==> config.mk <==
export PLATFORM = sky130hd
export DESIGN_NAME = uart_frame_tx_flat
export DESIGN_NICKNAME = d
export VERILOG_FILES = /design/src/rtl/uart_frame_tx_if.sv /design/src/rtl/uart_frame_tx.sv /design/src/flat_wrapper.sv
export SDC_FILE = /design/constraint.sdc
export NUM_CORES = 1
export LEC_CHECK = 0
export CORE_MARGIN = 2
export CORE_UTILIZATION = 57
export DETAILED_ROUTE_END_ITERATION = 10
export PLACE_DENSITY = 0.76
export SLEW_MARGIN = 20
export SYNTH_ARGS = -nofsm -noshare
export SYNTH_HDL_FRONTEND = slang
export SYNTH_SLANG_ARGS = --single-unit
==> constraint.sdc <==
create_clock -name clk -period 2.8 [get_ports clk]
set_clock_uncertainty 0.1 [all_clocks]
set_input_delay 0.56 -clock clk [delete_from_list [all_inputs] [get_ports clk]]
set_output_delay 0.56 -clock clk [all_outputs]
set_load 0.02 [all_outputs]
==> src/rtl/uart_frame_tx_if.sv <==
// Payload write handshake between an upstream producer and uart_frame_tx.
interface uart_frame_tx_if;
  logic [7:0] wr_data;
  logic       wr_valid;
  logic       wr_last;
  logic       wr_ready;

  modport master (output wr_data, output wr_valid, output wr_last, input wr_ready);
  modport slave  (input wr_data, input wr_valid, input wr_last, output wr_ready);
endinterface

==> src/rtl/uart_frame_tx.sv <==
// Buffers one payload and sends it to uart_transceiver as HDR0 HDR1 LEN payload check.
// Define UART_FRAME_CRC16_EN for a CRC-16/CCITT-FALSE check (two bytes) instead of the 8-bit checksum.
module uart_frame_tx #(
  parameter int         MAX_LEN    = 64,
  parameter int         ADDR_W     = 6,
  parameter int         TX_TIMEOUT = 6000,
  parameter logic [7:0] HDR0       = 8'hEB,
  parameter logic [7:0] HDR1       = 8'h90
) (
  input  logic           clk,
  input  logic           rst_n,
  uart_frame_tx_if.slave wr,
  output logic           frame_busy,
  output logic           frame_done,
  output logic           frame_err,
  output logic [7:0]     uart_tx_data,
  output logic           uart_tx_data_ready,
  input  logic           uart_tx_status,
  input  logic           uart_tx_over
);

  localparam int CNT_W = ADDR_W + 1;
  localparam int TMR_W = $clog2(TX_TIMEOUT + 1);
`ifdef UART_FRAME_CRC16_EN
  localparam int              CHK_W    = 16;
  localparam logic [CHK_W-1:0] CHK_INIT = 16'hFFFF;
`else
  localparam int              CHK_W    = 8;
  localparam logic [CHK_W-1:0] CHK_INIT = 8'h00;
`endif

  typedef enum logic [2:0] {
    S_FILL = 3'd0, S_HDR0 = 3'd1, S_HDR1 = 3'd2, S_LEN = 3'd3,
    S_DATA = 3'd4, S_CHK0 = 3'd5, S_CHK1 = 3'd6
  } state_e;
  typedef enum logic {PH_ISSUE = 1'b0, PH_WAIT = 1'b1} phase_e;

  function automatic logic [CHK_W-1:0] chk_update(input logic [CHK_W-1:0] acc, input logic [7:0] b);
    logic [CHK_W-1:0] c;
`ifdef UART_FRAME_CRC16_EN
    c = acc ^ {b, 8'h00};
    for (int i = 0; i < 8; i++) begin
      c = c[15] ? ((c << 1) ^ 16'h1021) : (c << 1);
    end
`else
    c = acc + b;
`endif
    return c;
  endfunction

  state_e           state_q, state_d;
  phase_e           phase_q, phase_d;
  logic [CNT_W-1:0] count_q, count_d;
  logic [7:0]       len_q, len_d;
  logic [ADDR_W-1:0] rd_ptr_q, rd_ptr_d;
  logic [TMR_W-1:0] timer_q, timer_d;
  logic [CHK_W-1:0] chk_q, chk_d;
  logic [7:0]       tx_data_q, tx_data_d;
  logic             tx_ready_q, tx_ready_d;
  logic             busy_q, busy_d;
  logic             done_q, done_d;
  logic             err_q, err_d;
  logic             wr_ready_q, wr_ready_d;
  logic             mem_we_s;
  logic             finish_s;
  logic [7:0]       chk_first_s;
  logic [7:0]       pay_mem_q [2**ADDR_W];
  logic             status_unused_s;

  // Transceiver busy is informational only; pacing relies on uart_tx_over.
  assign status_unused_s = uart_tx_status;

`ifdef UART_FRAME_CRC16_EN
  assign chk_first_s = chk_q[15:8];
`else
  assign chk_first_s = ~chk_q;
`endif

  // Next-state, byte selection and payload/check bookkeeping.
  always_comb begin
    state_d    = state_q;
    phase_d    = phase_q;
    count_d    = count_q;
    len_d      = len_q;
    rd_ptr_d   = rd_ptr_q;
    timer_d    = timer_q;
    chk_d      = chk_q;
    tx_data_d  = tx_data_q;
    tx_ready_d = 1'b0;
    busy_d     = busy_q;
    done_d     = 1'b0;
    err_d      = 1'b0;
    wr_ready_d = wr_ready_q;
    mem_we_s   = 1'b0;
    finish_s   = 1'b0;
    case (state_q)
      S_FILL: begin
        if (wr.wr_valid && wr_ready_q) begin
          mem_we_s = 1'b1;
          count_d  = count_q + CNT_W'(1);
          chk_d    = chk_update(chk_q, wr.wr_data);
          // The MAX_LEN-th byte commits the frame even without wr_last.
          if (wr.wr_last || (count_q == CNT_W'(MAX_LEN - 1))) begin
            len_d      = 8'(count_q) + 8'd1;
            state_d    = S_HDR0;
            phase_d    = PH_ISSUE;
            tx_data_d  = HDR0;
            tx_ready_d = 1'b1;
            busy_d     = 1'b1;
            wr_ready_d = 1'b0;
          end else begin
            wr_ready_d = 1'b1;
          end
        end else begin
          wr_ready_d = (count_q < CNT_W'(MAX_LEN));
        end
      end
      default: begin
        if (phase_q == PH_ISSUE) begin
          phase_d = PH_WAIT;
          timer_d = '0;
        end else if (uart_tx_over) begin
          phase_d    = PH_ISSUE;
          tx_ready_d = 1'b1;
          case (state_q)
            S_HDR0: begin state_d = S_HDR1; tx_data_d = HDR1; end
            S_HDR1: begin state_d = S_LEN;  tx_data_d = len_q; end
            S_LEN: begin
              state_d   = S_DATA;
              rd_ptr_d  = '0;
              tx_data_d = pay_mem_q[ADDR_W'(0)];
            end
            S_DATA: begin
              if (8'(rd_ptr_q) == (len_q - 8'd1)) begin
                state_d   = S_CHK0;
                tx_data_d = chk_first_s;
              end else begin
                rd_ptr_d  = rd_ptr_q + ADDR_W'(1);
                tx_data_d = pay_mem_q[rd_ptr_q + ADDR_W'(1)];
              end
            end
`ifdef UART_FRAME_CRC16_EN
            S_CHK0: begin state_d = S_CHK1; tx_data_d = chk_q[7:0]; end
`endif
            default: begin
              tx_ready_d = 1'b0;
              finish_s   = 1'b1;
            end
          endcase
        end else if (timer_q == TMR_W'(TX_TIMEOUT)) begin
          err_d    = 1'b1;
          finish_s = 1'b1;
        end else begin
          timer_d = timer_q + TMR_W'(1);
        end
      end
    endcase
    // Completion and timeout both drop the frame and reopen the buffer at address 0.
    if (finish_s) begin
      state_d    = S_FILL;
      phase_d    = PH_ISSUE;
      count_d    = '0;
      chk_d      = CHK_INIT;
      busy_d     = 1'b0;
      wr_ready_d = 1'b1;
      done_d     = ~err_d;
    end else begin
      done_d = 1'b0;
    end
  end

  // Control and output registers.
  always_ff @(posedge clk or negedge rst_n) begin
    if (!rst_n) begin
      state_q    <= S_FILL;
      phase_q    <= PH_ISSUE;
      count_q    <= '0;
      len_q      <= 8'd0;
      rd_ptr_q   <= '0;
      timer_q    <= '0;
      chk_q      <= CHK_INIT;
      tx_data_q  <= 8'd0;
      tx_ready_q <= 1'b0;
      busy_q     <= 1'b0;
      done_q     <= 1'b0;
      err_q      <= 1'b0;
      wr_ready_q <= 1'b1;
    end else begin
      state_q    <= state_d;
      phase_q    <= phase_d;
      count_q    <= count_d;
      len_q      <= len_d;
      rd_ptr_q   <= rd_ptr_d;
      timer_q    <= timer_d;
      chk_q      <= chk_d;
      tx_data_q  <= tx_data_d;
      tx_ready_q <= tx_ready_d;
      busy_q     <= busy_d;
      done_q     <= done_d;
      err_q      <= err_d;
      wr_ready_q <= wr_ready_d;
    end
  end

  // Payload buffer write port.
  always_ff @(posedge clk) begin
    if (mem_we_s) begin
      pay_mem_q[count_q[ADDR_W-1:0]] <= wr.wr_data;
    end
  end

  assign wr.wr_ready         = wr_ready_q;
  assign frame_busy          = busy_q;
  assign frame_done          = done_q;
  assign frame_err           = err_q;
  assign uart_tx_data        = tx_data_q;
  assign uart_tx_data_ready  = tx_ready_q;

endmodule
==> src/flat_wrapper.sv <==
// flat-port wrapper written by rule: the top's interface ports become plain ports
module uart_frame_tx_flat 
#(
  parameter int         MAX_LEN    = 64,
  parameter int         ADDR_W     = 6,
  parameter int         TX_TIMEOUT = 6000,
  parameter logic [7:0] HDR0       = 8'hEB,
  parameter logic [7:0] HDR1       = 8'h90
)
  (clk, rst_n, frame_busy, frame_done, frame_err, uart_tx_data, uart_tx_data_ready, uart_tx_status, uart_tx_over, wr_wr_data, wr_wr_valid, wr_wr_last, wr_wr_ready);
  uart_frame_tx_if wr_i ();
  input  logic clk;
  input  logic rst_n;
  output logic frame_busy;
  output logic frame_done;
  output logic frame_err;
  output logic [7:0] uart_tx_data;
  output logic uart_tx_data_ready;
  input  logic uart_tx_status;
  input  logic uart_tx_over;
  input wire logic [$bits(wr_i.wr_data)-1:0] wr_wr_data;
  input wire logic [$bits(wr_i.wr_valid)-1:0] wr_wr_valid;
  input wire logic [$bits(wr_i.wr_last)-1:0] wr_wr_last;
  output wire logic [$bits(wr_i.wr_ready)-1:0] wr_wr_ready;
  assign wr_i.wr_data = wr_wr_data;
  assign wr_i.wr_valid = wr_wr_valid;
  assign wr_i.wr_last = wr_wr_last;
  assign wr_wr_ready = wr_i.wr_ready;
  uart_frame_tx #(.MAX_LEN(MAX_LEN), .ADDR_W(ADDR_W), .TX_TIMEOUT(TX_TIMEOUT), .HDR0(HDR0), .HDR1(HDR1)) u_core (.clk(clk), .rst_n(rst_n), .wr(wr_i), .frame_busy(frame_busy), .frame_done(frame_done), .frame_err(frame_err), .uart_tx_data(uart_tx_data), .uart_tx_data_ready(uart_tx_data_ready), .uart_tx_status(uart_tx_status), .uart_tx_over(uart_tx_over));
endmodule
# After elaboration in Yosys (flattened, before gate mapping)
# Memory sizes are Yosys's and may differ from the RTL's.
# Index checks and enable logic that the tools add are counted.
[word_totals]
ramBits = 512
memories = 1
regBits = 59
[mem_list]
columns = ["memory", "words", "word_bits", "rd", "rd_clocked_by_memory_dff", "write_ports", "line_no", "source"]
rows = [
  ["u_core.pay_mem_q", 64, 8, 2, 0, 1, "uart_frame_tx.sv:67", "logic [7:0] pay_mem_q [2**ADDR_W];"],
]
[classes]
n_reduce_logical = 22
addsub = 6
muxes = 59
magnitude_cmp = 1
n_bitwise = 3
eq_ne = 15
[ops]
columns = ["operator", "n"]
rows = [
  ["$mux 8", 9],
  ["$mux 13", 3],
  ["$mux 1", 33],
  ["$pmux 8 s4", 1],
  ["$mux 3", 7],
  ["$mux 7", 3],
  ["$add 13x1->13 const B", 1],
  ["$eq 13x13->1 const B", 1],
  ["$pmux 3 s4", 1],
  ["$pmux 6 s2", 1],
  ["$reduce_bool 2->1", 6],
  ["$reduce_and 5->1", 2],
  ["$reduce_and 3->1", 3],
  ["$add 7x1->8 const B", 1],
  ["$add 8x8->8", 1],
  ["$eq 6x8->1", 1],
  ["$not 8->8", 1],
  ["$sub 8x1->8 const B", 1],
  ["$add 7x1->7 const B", 1],
  ["$eq 7x6->1 const B", 1],
  ["$lt 7x7->1 const B", 1],
  ["$add 6x1->6 const B", 1],
  ["$eq 3x2->1 const B", 2],
  ["$mux 6", 1],
  ["other kinds (16)", 23],
]

# Depth between registers and ports, before layout
# Gate-level depths: netlist of run 1.
[depth]
ltp_word = 8
depth_mapped = 10
mapped_depth_nobuf = 9

# Least setup slack after synthesis of run 1
# OpenSTA, ideal clock, no wires.
[synth_timing]
kind = "register -> register"
from = "register u_core.state_q[0]"
to = "memory u_core.pay_mem_q[61][0], enable pin"
synth_period_minus_slack_ps = 2662
arrival_ps = 2191
slack_ps = 138
path_stages_with_launch = 7
t_required_ps = 2329
setup_time_ps = 371
path_buffers = 2
cell_sequence = "dfrtp_1 > clkbuf_1 > nor3_2 > and2b_1 > clkbuf_1 > nand3_1 > nor2_1"
[synth_via]
elab_chain_len = 4
[synth_rtl]
columns = ["item", "line_no", "source"]
rows = [
  ["from (decl)", "uart_frame_tx.sv:51", "state_e state_q, state_d;"],
  ["from (signal assigned)", "uart_frame_tx.sv:189", "state_q <= state_d;"],
  ["$logic_not 3->1", "uart_frame_tx.sv:96", "case (state_q)"],
  ["$mux 1", "uart_frame_tx.sv:96", ""],
  ["$mux 1", "uart_frame_tx.sv:207", "if (mem_we_s) begin"],
  ["$mux 1 (not written as such)", "uart_frame_tx.sv:208", "pay_mem_q[count_q[ADDR_W-1:0]] <= wr.wr_data;"],
  ["to (decl)", "uart_frame_tx.sv:67", ""],
]
# No other way between the ends.

# Worst setup path in the final report of run 1
[layout_timing]
from = "register u_core.rd_ptr_q[0]"
to = "register u_core.tx_data_q[3], in the netlist u_core.uart_tx_data[3]"
[layout_via]
elab_chain_len = 7
word_cells_on_any_way = 8
cone_classes = "add/sub (1); eq/ne (1); mux (5); memory (1)"
[layout_rtl]
columns = ["item", "line_no", "source"]
rows = [
  ["from (decl)", "uart_frame_tx.sv:55", "logic [ADDR_W-1:0] rd_ptr_q, rd_ptr_d;"],
  ["from (signal assigned)", "uart_frame_tx.sv:193", "rd_ptr_q <= rd_ptr_d;"],
  ["$add 6x1->6", "uart_frame_tx.sv:139", "tx_data_d = pay_mem_q[rd_ptr_q + ADDR_W'(1)];"],
  ["$mem_v2 64x8", "-", ""],
  ["$mux 8 (*)", "uart_frame_tx.sv:134", "if (8'(rd_ptr_q) == (len_q - 8'd1)) begin"],
  ["$pmux 8 s4 (*)", "uart_frame_tx.sv:125", "case (state_q)"],
  ["$mux 8 (*)", "uart_frame_tx.sv:122", "end else if (uart_tx_over) begin"],
  ["$mux 8 (*)", "uart_frame_tx.sv:119", "if (phase_q == PH_ISSUE) begin"],
  ["$mux 8 (*)", "uart_frame_tx.sv:96", ""],
  ["to (signal assigned)", "uart_frame_tx.sv:196", "tx_data_q <= tx_data_d;"],
  ["to (decl)", "uart_frame_tx.sv:58", "logic [7:0] tx_data_q, tx_data_d;"],
]
# Every way passes the cells marked *; elsewhere a longest branch is shown, timed or not. The select of a mux whose other input is x is not followed.
# A chain may end at the register's enable or synchronous reset.

==> qor.csv, run 1 <==
stage;metric;value;unit
cts;cts_tree;done;
power;p_switching;10100;uW
sta;grt_setup_unrepaired;no;
sta;setup_violations;0;
yosys;synth_edf_count;512;
yosys;syn-num-nets;1424;
min_path;hold_depth;1;
cts;clock_path_buffers;3;
power;internal_power;19300;uW
setup_path;crit_fanout;21;
setup_path;worstPathArrival;3.17;ns
power;vdd_drop_max;761;uV
sta;slew_viol_final;0;
cts;clock-sinks;571;
yosys;netlist_area;0.0238;sq mm
global_route;grt_pass1_vias;13700;
sta;clock.fmax;365;MHz
sta;timing.slew.headroom;0.422;
setup_path;start_kind;flop;
setup_path;reg2reg_depth;9;
global_route;grt_max_degree;65;
cts;cts_buffers;55;
job;drv_cap;0;
power;p_sw_frac;0.343;
power;p_per_area;1060;mW/mm^2
yosys;avgSynthCellArea;17.0;sq um
drt;remaining_drc_errors;0;
drt;via_per_inst;6.35;
placed_design;routabilityCongestion;0.960;
drt;postRouteWirelength;56700;microns
floorplan;die-height;208;microns
cells_and_area;final_cell_mix;edfxtp_1, nor2_1, buf_4, mux4_2, nand2_1;
cells_and_area;multi_input_area;0.00658;sq mm
yosys;yosysUniqueCellTypes;77;
cts;htreeDepth;2;
power;leakage;0.00958;uW
yosys;ys_ff_latch;571;
cts;cts.clk_slew.worst_paths;0.06;ns
cells_and_area;area_growth;16.7;%
drt;vias;13700;
yosys;synth_flop_cell;edfxtp_1;
cells_and_area;final_common_cell;edfxtp_1;
setup_path;cp.required;3.23;ns
sta;post-route-period-util;0.979;
setup_path;end_kind;flop;
power;p_clk_frac;0.257;
sta;tightest_slew;0.861;ns
cells_and_area;final-seq-area;0.0169;sq mm
floorplan;die_x;208;microns
global_route;antenna_found_initial;1;
yosys;async_flop_share;0.103;
cells_and_area;fin_nets;1600;
floorplan;start_util;0.580;
sta;finalCriticalPeriod;2.74;ns
cells_and_area;drive_gt1_frac;0.263;
floorplan;rows;74;
floorplan;core_area;0.0410;sq mm
power;seq_power_share;0.342;
placed_design;dp_hpwl;35600;microns
cells_and_area;postLayoutCoreUtil;0.676;
cts;clk_latency;0.62;ns
global_route;gr-total-overflow;0;
global_route;grt_pass1_wl;84600;microns
cells_and_area;fin_area;0.0277;sq mm
drt;firstDrtPassIters;5;
sta;tns;0;ns
placed_design;port_buffers;25;
sta;hold_viol_final;0;
drt;ant_nets;0;
min_path;min_path_type;input port to flop;
yosys;yosysSeqAreaShare;0.709;
placed_design;dpl_cell_area;0.0257;sq mm
power;comb_power_share;0.401;
cells_and_area;fillers;2605;
floorplan;die_area;0.0434;sq mm
status;status;complete, no violations;
yosys;yosysWarningCount;0;
yosys;synth_cells;1397;
floorplan;io_pins;27;
setup_path;criticalPathCategory;flop to flop;
drt;dr.first_iter.drc_count;1566;
global_route;grt_util_all_layers;0.264;
drt;wl_per_cell;26.3;microns
cts;cts-root-buf;clkbuf_16;
worst max-delay path, cell delays in order (launching register included):
cell,delay (ns)
dfrtp_4,0.50
ha_4,0.36
buf_4,0.16
clkbuf_16,0.21
mux4_2,0.20
nor2_1,0.05
nor2_1,0.22
o221ai_1,0.27
a2111o_1,0.42
o22ai_1,0.15
path summary, 6_finish.rpt:
kind,from,to,slack [ns]
setup reg to reg,u_core.rd_ptr_q[0],u_core.uart_tx_data[3],0.06
hold / removal,wr_wr_data[4],u_core.pay_mem_q[63][4],0.19
min in group asynchronous,rst_n,u_core.uart_tx_data[2],0.39
setup / recovery,u_core.rd_ptr_q[0],u_core.uart_tx_data[3],0.06
hold reg to reg,u_core.frame_busy,u_core.frame_busy,0.40
max in group asynchronous,rst_n,u_core.wr.wr_ready,1.89
per-stage QoR:
step | setup WS, ns | instances | hold slack (ns) | total power [uW]
floorplan | 0.138 | 1397 | 0.164 | 17300
global placement | -0.000485 | 2043 | 0.381 | 21300
detailed placement | 0.000550 | 2043 | 0.386 | 21500
CTS | -0.0100 | 2148 | 0.160 | 29100
global route | 0.0137 | 2151 | 0.195 | 30500
finish | 0.0597 | 2152 | 0.188 | 29400
layout make-up:
class                   instances  share of cell area
flip-flops and latches        571               0.608
multi-input cells             732               0.237
repair buffers                192              0.0612
clock buffers                  63              0.0507
well taps                     532              0.0240
clock inverters                40              0.0161
inverters                      21             0.00284
diodes                          1           0.0000902
sequential cells by signal, summed over array words and instances, names as in the netlist:
| signal | flops |
|---|---|
| u_core.chk_q | 8 |
| u_core.frame_done | 1 |
| u_core.frame_busy | 1 |
| u_core.pay_mem_q | 512 |
| u_core.phase_q | 1 |
| u_core.frame_err | 1 |
| u_core.count_q | 7 |
| u_core.uart_tx_data | 8 |
| u_core.len_q | 8 |
| u_core.timer_q | 13 |
| u_core.state_q | 3 |
| u_core.wr.wr_ready | 1 |
| u_core.uart_tx_data_ready | 1 |
| u_core.rd_ptr_q | 6 |
cells in the mapped netlist (4+ instances only):
cell type,instances,area share
o21ai_0,40,0.0084
nor2b_1,7,0.0018
o2111ai_1,4,0.0015
buf_2,28,0.0059
nor3_1,13,0.0027
xor2_1,15,0.0055
a211oi_1,4,0.0013
o211ai_1,7,0.0022
a21oi_1,16,0.0034
ha_1,12,0.0063
inv_1,19,0.0030
nand3_1,31,0.0065
mux2i_1,28,0.012
buf_1,7,0.0011
mux4_2,132,0.13
and2_1,4,0.0011
and3b_1,4,0.0015
or4_1,5,0.0016
nand2_1,71,0.011
clkbuf_1,26,0.0041
or3_1,6,0.0016
nand4_1,9,0.0024
xnor2_1,14,0.0052
a31oi_1,7,0.0018
o22ai_1,10,0.0026
edfxtp_1,512,0.65
o221ai_1,10,0.0037
o31ai_1,12,0.0038
buf_4,12,0.0038
dfrtp_1,58,0.061
nor2_1,191,0.030
nand3b_1,4,0.0013
a2111o_1,4,0.0019
and3_1,5,0.0013
timing repair:
action | in CTS | in global routing
setup endpoints to repair | 2 | 21
pin swaps | 0 | 4
endpoints found under the hold margin | 58 | 0
setup buffers | 1 | 2
gates cloned | 0 | 1
gates resized for setup | 1 | 20
hold buffers | 1 | 0
power groups by stage:
stage               Clock (uW)  Sequential (uW)  Combinational (uW)
floorplan                    0            10100                7260
global placement             0            10200               11100
detailed placement           0            10200               11300
CTS                       7640            10000               11400
global route              7950            10100               12500
finish                    7550            10000               11800
routing by layer:
layer  wire [microns]  GRT usage
met2            27700      0.425
met4             2070      0.106
met1            22200      0.367
met5                0          0
met3             4720     0.0423
kinds of logic (layout without fill, tap and decap cells):
group           Yosys count  count (layout)  synth area share
flops                   571             571             0.709
xor+xnor                 30              30            0.0114
mux                     161             161             0.137
other cells               0               1                 0
compound gates          151             151            0.0447
buf+inv                  94             316            0.0182
simple gates            377             377            0.0723
fa+ha+maj                13              13           0.00716
(Power assumes the default switching activity.)
==> inputs of run 2 (changes only) <==
SETUP_SLACK_MARGIN = 0.02   (was unset)
==> run 2 against run 1 <==
Fmax down 0.74%. Wire length shrank 0.14%. Core utilization about the same. Count of clock-buffer cells in the layout unchanged. Highest routed layer unchanged.
==> qor.csv, run 2 (synthesis results as in run 1) <==
stage;metric;value;unit;change
sta;grt_setup_unrepaired;yes;;
global_route;grt_max_degree;65;;unchanged
global_route;antenna_found_initial;1;;unchanged
cells_and_area;area_growth;16.7;%;about the same
global_route;grt_util_all_layers;0.264;;about the same
sta;clock.fmax;362;MHz;-0.74%
cells_and_area;largest_register_ffs;512;;unchanged
floorplan;core_area;0.0410;sq mm;unchanged
cells_and_area;fin_nets;1599;;-0.063%
floorplan;die_x;208;microns;unchanged
setup_path;crit_fanout;11;;-48%
sta;slew_viol_final;0;;unchanged
setup_path;start_kind;flop;;
sta;finalCriticalPeriod;2.76;ns;+0.0203 ns
drt;wl_per_cell;26.3;microns;about the same
drt;remaining_drc_errors;0;;unchanged
global_route;gr-total-overflow;0;;unchanged
cts;clk_latency;0.62;ns;about the same
drt;via_per_inst;6.35;;about the same
placed_design;dp_hpwl;35600;microns;unchanged
sta;finalWorstSetupSlack;0.0394;ns;-0.0203 ns
cts;cts-root-buf;clkbuf_16;;
setup_path;end_kind;flop;;
setup_path;criticalPathCategory;flop to flop;;
sta;whs;0.178;ns;-0.0103 ns
cells_and_area;final_cell_mix;edfxtp_1, nor2_1, buf_4, mux4_2, nand2_1;;
drt;dr.first_iter.drc_count;1654;;+5.6%
cts;cts.clk_slew.worst_paths;0.06;ns;about the same
cts;clock-sinks;571;;unchanged
floorplan;start_util;0.580;;unchanged
setup_path;worstPathArrival;3.18;ns;about the same
cts;clock_path_buffers;3;;unchanged
sta;setup_violations;0;;unchanged
placed_design;dpl_worst_slack;0.000550;ns;unchanged
placed_design;routabilityCongestion;0.960;;unchanged
setup_path;cp.required;3.22;ns;about the same
job;drv_cap;0;;unchanged
floorplan;rows;74;;unchanged
power;leakage;0.00958;uW;about the same
sta;post-route-period-util;0.986;;+0.00725
cts;htreeDepth;2;;unchanged
min_path;min_path_type;input port to flop;;
floorplan;io_pins;27;;unchanged
power;vdd_drop_max;757;uV;-0.50%
cells_and_area;drive_gt1_frac;0.262;;-0.00107
cells_and_area;final_common_cell;edfxtp_1;;
placed_design;port_buffers;25;;unchanged
drt;firstDrtPassIters;5;;unchanged
cells_and_area;n_antenna_cell;0;;-1
sta;tns;0;ns;unchanged
cells_and_area;postLayoutCoreUtil;0.676;;about the same
status;status;complete, no violations;;
cts;cts_tree;done;;
drt;ant_nets;0;;unchanged
global_route;grt_pass1_vias;13700;;+0.044%
floorplan;die-height;208;microns;unchanged
sta;hold_viol_final;0;;unchanged
floorplan;die_area;0.0434;sq mm;unchanged
power;p_per_area;1060;mW/mm^2;about the same
global_route;grt_pass1_wl;84500;microns;about the same
sta;timing.slew.headroom;0.426;;+0.00417
sta;tightest_slew;0.855;ns;-0.00621 ns
drt;vias;13700;;-0.051%
cts;cts_buffers;55;;unchanged
drt;postRouteWirelength;56600;microns;-0.14%
[run 2: through the flow]
stage / total power (uW) / instance area (sq um) / std cells
2_1_floorplan: 17300 / 23800 / 1397
3_3_place_gp: 21300 / 25700 / 2043
3_5_place_dp: 21500 / 25700 / 2043
4_1_cts: 29100 / 27600 / 2148
5_1_grt: 30500 / 27700 / 2150
6_report: 29300 / 27700 / 2150
[run 2: cell type report]
class / count / area, sq um
flip-flops and latches: 571 / 16900
fillers: 2607 / 13300
multi-input cells: 732 / 6580
repair buffers: 191 / 1690
clock buffers: 63 / 1410
well taps: 532 / 666
clock inverters: 40 / 448
inverters: 21 / 78.8
[run 2: power breakdown]
part	internal (uW)	switching (uW)	total, uW
registers	9620	426	10100
clock network	4360	3190	7550
logic	5290	6440	11700
[run 2: worst paths after layout]
path | from | endpoint | slack, ns | depth (start not counted)
hold / removal | wr_wr_data[4] | u_core.pay_mem_q[63][4] | 0.18 | 1
setup / recovery | u_core.rd_ptr_q[0] | u_core.uart_tx_data[2] | 0.04 | 7
setup reg to reg | u_core.rd_ptr_q[0] | u_core.uart_tx_data[2] | 0.04 | 7
max in group asynchronous | rst_n | u_core.wr.wr_ready | 1.89 | 3
hold reg to reg | u_core.frame_busy | u_core.frame_busy | 0.40 | 1
min in group asynchronous | rst_n | u_core.timer_q[12] | 0.38 | 3
[run 2: routing by layer]
layer,vias up,track usage,part of all wire
met5,-,0,0
met4,0,0.106,0.036
met3,108,0.0423,0.083
met2,650,0.425,0.49
met1,7011,0.366,0.40
li1,5881,-,-
[run 2: critical path, stage by stage (launching register included)]
cell and delay, ns:
dfrtp_4 0.50, ha_4 0.28, buf_12 0.17, mux4_2 0.34, mux2i_2 0.12, a221o_1 0.36
or4_1 0.57, o211ai_1 0.21
[run 2: what timing repair did]
action / 4_1_cts / 5_1_grt
gates cloned: 0 / 1
pin swaps: 3 / 2
resized for setup: 4 / 16
setup endpoints to repair: 4 / 13
buffers inserted: 1 / 1
hold endpoints to repair: 58 / 0
hold buffers: 1 / 0
